--- config.mk ---
export PLATFORM = sky130hd
export DESIGN_NAME = stage_mem_lsu
export DESIGN_NICKNAME = d
export VERILOG_FILES = /design/src/rtl/stage_mem_lsu.sv
export SDC_FILE = /design/constraint.sdc
export NUM_CORES = 1
export LEC_CHECK = 0
export CAP_MARGIN = 20
export CORE_UTILIZATION = 49
export DETAILED_ROUTE_END_ITERATION = 8
export PLACE_DENSITY = 0.87
export SYNTH_ARGS = -nofsm -noshare
export SYNTH_HDL_FRONTEND = slang
export SYNTH_SLANG_ARGS = --single-unit
--- constraint.sdc ---
create_clock -name clk -period 7.1 [get_ports clk]
set_clock_uncertainty 0.15 [all_clocks]
set_input_delay 2.13 -clock clk [delete_from_list [all_inputs] [get_ports clk]]
set_output_delay 2.13 -clock clk [all_outputs]
set_load 0.005 [all_outputs]
--- src/rtl/stage_mem_lsu.sv ---
// stage_mem_lsu: MEM stage forwarding ALU results and running loads/stores over a req/gnt/rvalid port.
module stage_mem_lsu #(
    parameter int XLEN       = 32,
    parameter int ADDR_W     = 32,
    parameter int REG_ADDR_W = 5
) (
    input  logic                  clk,
    input  logic                  rst_n,
    input  logic                  valid_i,
    input  logic [REG_ADDR_W-1:0] reg_waddr_i,
    input  logic                  we_i,
    input  logic [XLEN-1:0]       wdata_i,
    input  logic [3:0]            mem_op_i,
    input  logic [ADDR_W-1:0]     mem_addr_i,
    input  logic [XLEN-1:0]       mem_sdata_i,
    input  logic                  flush_i,
    output logic                  stall_o,
    output logic [REG_ADDR_W-1:0] reg_waddr_o,
    output logic                  we_o,
    output logic [XLEN-1:0]       wdata_o,
    output logic                  misalign_o,
    output logic                  fault_o,
    output logic                  dmem_req_o,
    output logic                  dmem_we_o,
    output logic [ADDR_W-1:0]     dmem_addr_o,
    output logic [XLEN/8-1:0]     dmem_be_o,
    output logic [XLEN-1:0]       dmem_wdata_o,
    input  logic                  dmem_gnt_i,
    input  logic                  dmem_rvalid_i,
    input  logic [XLEN-1:0]       dmem_rdata_i,
    input  logic                  dmem_err_i
);
    localparam int NB = XLEN / 8;
    localparam int OW = $clog2(NB);

    typedef enum logic [1:0] {IDLE, REQ, WAIT, DRAIN} state_t;
    state_t state, state_nx;

    logic                  is_mem, is_load, is_signed, illegal, accept, stall, wb_fire;
    logic [3:0]            sz, szm;
    logic [15:0]           mask16;
    logic [NB-1:0]         be_nx;
    logic [XLEN-1:0]       sdata_nx;
    logic [3:0]            l_sz;
    logic                  l_load, l_sgn, l_we;
    logic [OW-1:0]         l_off;
    logic [REG_ADDR_W-1:0] l_rd;
    logic [XLEN-1:0]       sh, shl, ld_data;
    logic signed [XLEN-1:0] shs;
    logic [6:0]            amt;

    // Access size in bytes; op 0 decodes to 4 but is never treated as a memory op.
    assign sz = (mem_op_i == 4'd1 || mem_op_i == 4'd4 || mem_op_i == 4'd8) ? 4'd1 :
                (mem_op_i == 4'd2 || mem_op_i == 4'd5 || mem_op_i == 4'd9) ? 4'd2 :
                (mem_op_i == 4'd7 || mem_op_i == 4'd11) ? 4'd8 : 4'd4;
    assign szm       = sz - 4'd1;
    assign is_mem    = mem_op_i != 4'd0;
    assign is_load   = is_mem && mem_op_i <= 4'd7;
    assign is_signed = mem_op_i == 4'd1 || mem_op_i == 4'd2 || mem_op_i == 4'd3;
    assign illegal   = mem_op_i >= 4'd12 || |(mem_addr_i[2:0] & szm[2:0]) ||
                       (XLEN == 32 && (mem_op_i == 4'd6 || mem_op_i == 4'd7 || mem_op_i == 4'd11));
    assign mask16    = (16'd1 << sz) - 16'd1;
    assign be_nx     = mask16[NB-1:0] << mem_addr_i[OW-1:0];

    // Store data replicated so every lane carries the low sz bytes.
    always_comb begin
        sdata_nx = '0;
        for (int i = 0; i < NB; i++)
            sdata_nx[8*i +: 8] = mem_sdata_i[8*(i & int'(szm)) +: 8];
    end

    // Align the addressed bytes to bit 0, then extend by shifting up and back down.
    assign sh      = dmem_rdata_i >> {l_off, 3'b000};
    assign amt     = 7'(XLEN) - {l_sz, 3'b000};
    assign shl     = sh << amt;
    assign shs     = $signed(shl) >>> amt;
    assign ld_data = l_sgn ? shs : shl >> amt;

    always_comb begin
        state_nx   = state;
        stall      = 1'b0;
        accept     = 1'b0;
        dmem_req_o = 1'b0;
        case (state)
            IDLE: begin
                accept   = valid_i && is_mem && !illegal;
                stall    = accept;
                state_nx = accept ? REQ : IDLE;
            end
            REQ: begin
                dmem_req_o = 1'b1;
                stall      = 1'b1;
                state_nx   = dmem_gnt_i ? (flush_i ? DRAIN : WAIT) : (flush_i ? IDLE : REQ);
            end
            WAIT: begin
                stall    = !dmem_rvalid_i;
                // A flush coinciding with the response drops it here rather than waiting for another.
                state_nx = dmem_rvalid_i ? IDLE : (flush_i ? DRAIN : WAIT);
            end
            DRAIN: begin
                stall    = 1'b1;
                state_nx = dmem_rvalid_i ? IDLE : DRAIN;
            end
            default: state_nx = IDLE;
        endcase
    end

    assign stall_o = rst_n && stall;
    assign wb_fire = state == WAIT && dmem_rvalid_i && !flush_i;

    always_ff @(posedge clk or negedge rst_n) begin
        if (!rst_n) state <= IDLE;
        else        state <= state_nx;
    end

    always_ff @(posedge clk or negedge rst_n) begin
        if (!rst_n) begin
            reg_waddr_o  <= '0;
            we_o         <= 1'b0;
            wdata_o      <= '0;
            misalign_o   <= 1'b0;
            fault_o      <= 1'b0;
            dmem_we_o    <= 1'b0;
            dmem_addr_o  <= '0;
            dmem_be_o    <= '0;
            dmem_wdata_o <= '0;
            l_sz         <= '0;
            l_load       <= 1'b0;
            l_sgn        <= 1'b0;
            l_we         <= 1'b0;
            l_off        <= '0;
            l_rd         <= '0;
        end else begin
            we_o       <= 1'b0;
            misalign_o <= 1'b0;
            fault_o    <= 1'b0;
            if (state == IDLE && valid_i && !is_mem) begin
                we_o        <= we_i;
                reg_waddr_o <= reg_waddr_i;
                wdata_o     <= wdata_i;
            end
            if (state == IDLE && valid_i && is_mem && illegal) misalign_o <= 1'b1;
            if (accept) begin
                l_sz         <= sz;
                l_load       <= is_load;
                l_sgn        <= is_signed;
                l_we         <= we_i;
                l_off        <= mem_addr_i[OW-1:0];
                l_rd         <= reg_waddr_i;
                dmem_we_o    <= !is_load;
                dmem_addr_o  <= {mem_addr_i[ADDR_W-1:OW], {OW{1'b0}}};
                dmem_be_o    <= be_nx;
                dmem_wdata_o <= sdata_nx;
            end
            if (wb_fire && dmem_err_i) fault_o <= 1'b1;
            if (wb_fire && !dmem_err_i && l_load) begin
                we_o        <= l_we;
                reg_waddr_o <= l_rd;
                wdata_o     <= ld_data;
            end
        end
    end
endmodule
---- Word level (Yosys, flattened, before mapping) ----
Cells that the tools add are included.
storage, ports and cells
  logic and storage cells ................. 101
  register bits after elaboration ......... 123
  output and inout port bits .............. 111
  input port bits ......................... 145
operators by class
  magnitude comparators ................... 2
  equality and inequality tests ........... 13
  mux-type cells .......................... 22
  reductions and logical operators ........ 35
  shifts and indexed selects .............. 9
  $add $sub $neg .......................... 3
  bitwise logic cells ..................... 1
operators by type and width
  kind                 number
  $mux 32              3
  $shiftx 32x6->8      2
  $shiftx 32x5->8      1
  $shl 32x7->32        1
  $shr 32x5->32        1
  $shr 32x7->32        1
  $sshr 32x7->32       1
  $eq 4x3->1 const B   4
  $logic_and 1x1->1    13
  $eq 4x4->1 const B   3
  $mux 4               3
  $logic_or 1x1->1     11
  $mux 5               2
  $mux 1               9
  $eq 4x2->1 const B   2
  $pmux 2 s4           1
  $sub 6x7->7 const A  1
  $logic_not 1->1      6
  $mux 2               3
  $eq 2x2->1 const B   2
  $eq 4x1->1 const B   1
  $ge 4x4->1 const B   1
  $le 4x3->1 const B   1
  $reduce_bool 4->1    1
  11 further kinds     11

---- Longest topological paths before layout ----
Gate-level depths: netlist of run 1.
  word-level depth ........................ 14
  mapped depth ............................ 10
  mapped depth without buffers ............ 8

---- Worst setup path after synthesis of run 1 ----
Ideal clock, no wire load.
  path type ............................... input-to-output
  start point ............................. input mem_op_i[0]
  end point ............................... output stall_o
  buffers on the path ..................... 2
  required time ........................... 4820 ps
  stages .................................. 7
  path slack .............................. 1565 ps
  arrival time ............................ 3255 ps
  cell sequence ........................... buf_2 > nand2b_1 > a21oi_1 > o21a_1 > o21a_1 > buf_2 > o31a_1
on the way
  longest elaborated chain between the ends .. 14
  elaborated cells between the ends (all ways) .. 31
  classes of those cells .................. 1 x add/sub; 1 x order compare; 9 x eq/ne; 4 x mux; 1 x bitwise; 15 x reduce/logical
ends and longest elaborated chain
  item                                               RTL line  source
  from (decl)                                        13        input logic [3:0] mem_op_i,
  $eq 4x3->1 (tied with other cells)                 55, 61
  $logic_or 1x1->1, on equally long branches         55, 54
  $mux 4 / $logic_or 1x1->1 (equally long branches)  55, 54
  $mux 4                                             54        (mem_op_i == 4'd2 || mem_op_i == 4'd5 || mem_op_i == 4'd9) ? 4'd2 :
  $mux 4                                             53        assign sz = (mem_op_i == 4'd1 || mem_op_i == 4'd4 || mem_op_i == 4'd8) ? 4'd1 :
  $sub 3x1->3                                        56        assign szm = sz - 4'd1;
  $and 3x3->3                                        60        assign illegal = mem_op_i >= 4'd12 || |(mem_addr_i[2:0] & szm[2:0]) ||
  $reduce_or 3->1                                    60
  $logic_or 1x1->1 (2 in series)                     60
  $logic_not 1->1                                    86        accept = valid_i && is_mem && !illegal;
  $logic_and 1x1->1 *                                86
  $pmux 1 s3 *                                       84        case (state)
  $logic_and 1x1->1 *                                108       assign stall_o = rst_n && stall;
  to (decl)                                          17        output logic stall_o,
Every way passes the cells marked *; elsewhere a longest branch is shown, timed or not.

---- Worst setup path in the final report of run 1 ----
  start point ............................. input mem_op_i[3]
  end point ............................... output stall_o
The elaborated chain is that of the path after synthesis.

==> metrics.txt, run 1 <==
status completed; area of the die 14600 µm²; Die W 121 µm; Place WS 483 ps; Critical Path End Type primary output; CTS clock-pin slew for the worst setup and hold paths 50 ps; VDD IR-drop max 0.234 mV; min cycle time layout 6620 ps; setup_tns 0 ps; largest area contributor in the netlist dfrtp_1; P_int 2.66 mW; worst hold path class flop to flop; drt first-iter violations 598; Synth async-reset ratio 1.00; Yosys cell types 77; synthesized area 6940 µm²; sequential power share 0.289; Pins Over Slew Limit 0; post-route ant nets 0; CP Buf/Inv Count 3; IO Port Bufs 253; mux cell area share after synthesis 0.0988; Synth Area in Simple Gates 0.206; final setup fails 0; Via density 5.83; vias 7055; gr busiest metal met2; GRT overflow 0; M2 GR Usage 0.499; Starting Density 0.502; type of origin of the critical path input pin; Synth area leaders dfrtp_1, nand2_1, mux2i_1; fmax 0.151 GHz; antenna cells 0; gpl congestion 1.00; post-synthesis average cell area 8.73 µm²; Pwr Total 4.33 mW; worst-path maximum fanout 11; switching portion of total power 0.385; Post-synth EDFFs 0; kind of cell adding the most delay to the critical path buffers and inverters; Yosys top cell area share 0.443; GR Util All Layers 0.315; Synth Register Bits 123; Adder-Cell Fraction of Synth Area 0.00180; sequential element share of the synthesized area 0.443; layout cells sized above 1 0.0737; RR Startpoint l_sz[0]$_DFFE_PN0P_; global-route wire length before repair 35200 µm; largest net degree at the start of global routing 81; root buffer cell clkbuf_16; logic gate share of total power 0.507; CTS tree done; Worst-Skew Late Latency 420 ps; H-tree depth 4; crit-path most repeated cell clkdlybuf4s50_1; Slew HR 0.276; clock buffer count from CTS 17; actual slew at the worst max-slew pin 1080 ps; Inst Count DP 1180; critical path class input pin to primary output; final layout net count 1165; CTS max path bufs 2; GR Util met1 0.377; vias in the first global route 6858; RSZ-0062 raised after global routing false; # rows 43; CTS Sinks 123; cells after synthesis 795; CP cell instances clkdlybuf4s50_1, nor4_2, nand2b_1, inv_1, o21a_2, o31a_1, clkdlybuf4s50_1; Top Ports 256; Synthesis Warnings 0; Min-Delay Startpoint dmem_addr_o[10]$_DFFE_PN0P_; largest family of logic cells by synthesized area simple AND/OR/NAND/NOR gates; initial antenna violation count 0; crit share post-route 0.933; Slowest-stage cell, CP clkdlybuf4s50_1; ys flop type dfrtp_1; Synth Area in XOR/XNOR 0.0101; Final Worst Setup Slack 475 ps; grt met3 use 0.117; DRC 0; post-CTS sizing 0; hpwl dp 16100 µm; core area 13800 µm²; Commonest cells post-synth nand2_1, dfrtp_1, o21ai_0; final hold violation count 0; Routed WL 22800 µm; # Max-Cap Violations 0; CTS hold repair buffers 0; worst path required time 4820 ps; Setup Buffers After CTS 0; non-filler cells, final 1211; Util after Layout 0.730; Leak Pwr 4.50 nW; complex-gate fraction of the synthesized area 0.192; Critical Path AT 4340 ps; Net Switching 1.67 mW; Area growth, synth to finish 45.4%; die height 121 µm; most common cell in the synthesized netlist nand2_1; WL/cell 18.8 µm; PD cells 429 nW/µm²; worst stage delay on the critical path 620 ps; clock network fraction of total power 0.204; crit path from mem_op_i[3]; Pre-antenna DRT Iters 6
## stage by stage
step,instance area (µm²),hold WS (ps)
floorplan,6940,296
global placement,9500,304
global route,10100,335
CTS,10100,327
detailed placement,9500,313
finish,10100,323
## power groups by stage
stage / registers, mW / logic [mW] / clock network (mW)
floorplan: 1.23 / 1.17 / 0
global placement: 1.25 / 2.13 / 0
detailed placement: 1.26 / 2.15 / 0
CTS: 1.25 / 2.17 / 0.885
global route: 1.29 / 2.37 / 0.915
finish: 1.25 / 2.19 / 0.881
## worst reg2reg max path, stage by stage, from the launching register on
cell and delay, ps:
dfrtp_1 340, clkinv_1 290, ha_1 920, inv_1 460, nand2_1 380, nor4_1 130, o21ai_0 600, a221oi_1 210
## path summary, 6_finish.rpt
path                                                to  slack [ps]  cells past startpoint
max                                            stall_o         480                      7
min                        dmem_addr_o[10]$_DFFE_PN0P_         320                      2
max reg2reg                    wdata_o[30]$_DFFE_PN0P_        3470                      7
min reg2reg                dmem_addr_o[10]$_DFFE_PN0P_         320                      2
max in group asynchronous  dmem_addr_o[24]$_DFFE_PN0P_        3660                      3
min in group asynchronous       wdata_o[1]$_DFFE_PN0P_        1750                      2
## registers in the layout, summed over array words and instances (netlist names), 2 cells and up
signal / flops
dmem_addr_o: 30
l_sz: 4
dmem_be_o: 4
state: 2
dmem_wdata_o: 32
reg_waddr_o: 5
l_off: 2
wdata_o: 32
l_rd: 5
## cells in the final DEF (no fill, tap or decap), types with 5 or more instances in the layout
cell type        synthesis  final
mux2_2                  11     11
inv_1                    7      7
nor2_1                  53     53
nor3_1                   5      5
nor2b_1                  8      8
clkdlybuf4s50_1          0    252
clkbuf_16                0     17
o22ai_1                 10     10
a21oi_1                 30     30
dfrtp_1                123    123
a221oi_1                 9      9
buf_4                    4     10
clkinv_2                 0      5
and2_1                   6      6
a211oi_1                 7      7
mux2i_1                 51     51
nor4_1                   5      5
o21ai_0                 56     56
a21o_1                   5      5
a31oi_1                 20     20
xnor2_1                  5      5
nand2_1                222    221
## cells by family (layout without fill, tap and decap cells)
family,count (synthesis),after routing
AOI/OAI and AO/OA,198,198
xor gates and xnor gates,8,8
adders and majority gates,1,1
buffers and inverters,67,302
DFF,123,123
muxes,65,65
other,1,2
and+or+nand+nor,332,332
## routing by layer
metal  up-vias  wire (µm)
li1       3237          -
met1      3280       8500
met2       469      10500
met3        69       2860
met4         0        969
met5         -          0
## cell type report
cell class	count	area, µm²
inverter	8	30.0
timing repair buffer	263	2620
clock inverter	12	148
tap	180	225
clock buffer	19	443
multi-input combinational	606	3550
fill	1034	3730
sequential	123	3080
Power figures use the tool's default switching activity.
==> inputs of run 2 (changes only) <==
--- a/config.mk
+++ b/config.mk
@@ -12,3 +12,4 @@
 export SYNTH_ARGS = -nofsm -noshare
 export SYNTH_HDL_FRONTEND = slang
 export SYNTH_SLANG_ARGS = --single-unit
+export TNS_END_PERCENT = 5
==> results of run 2 <==
Final layout, timing and power as in run 1 (identical DEF).
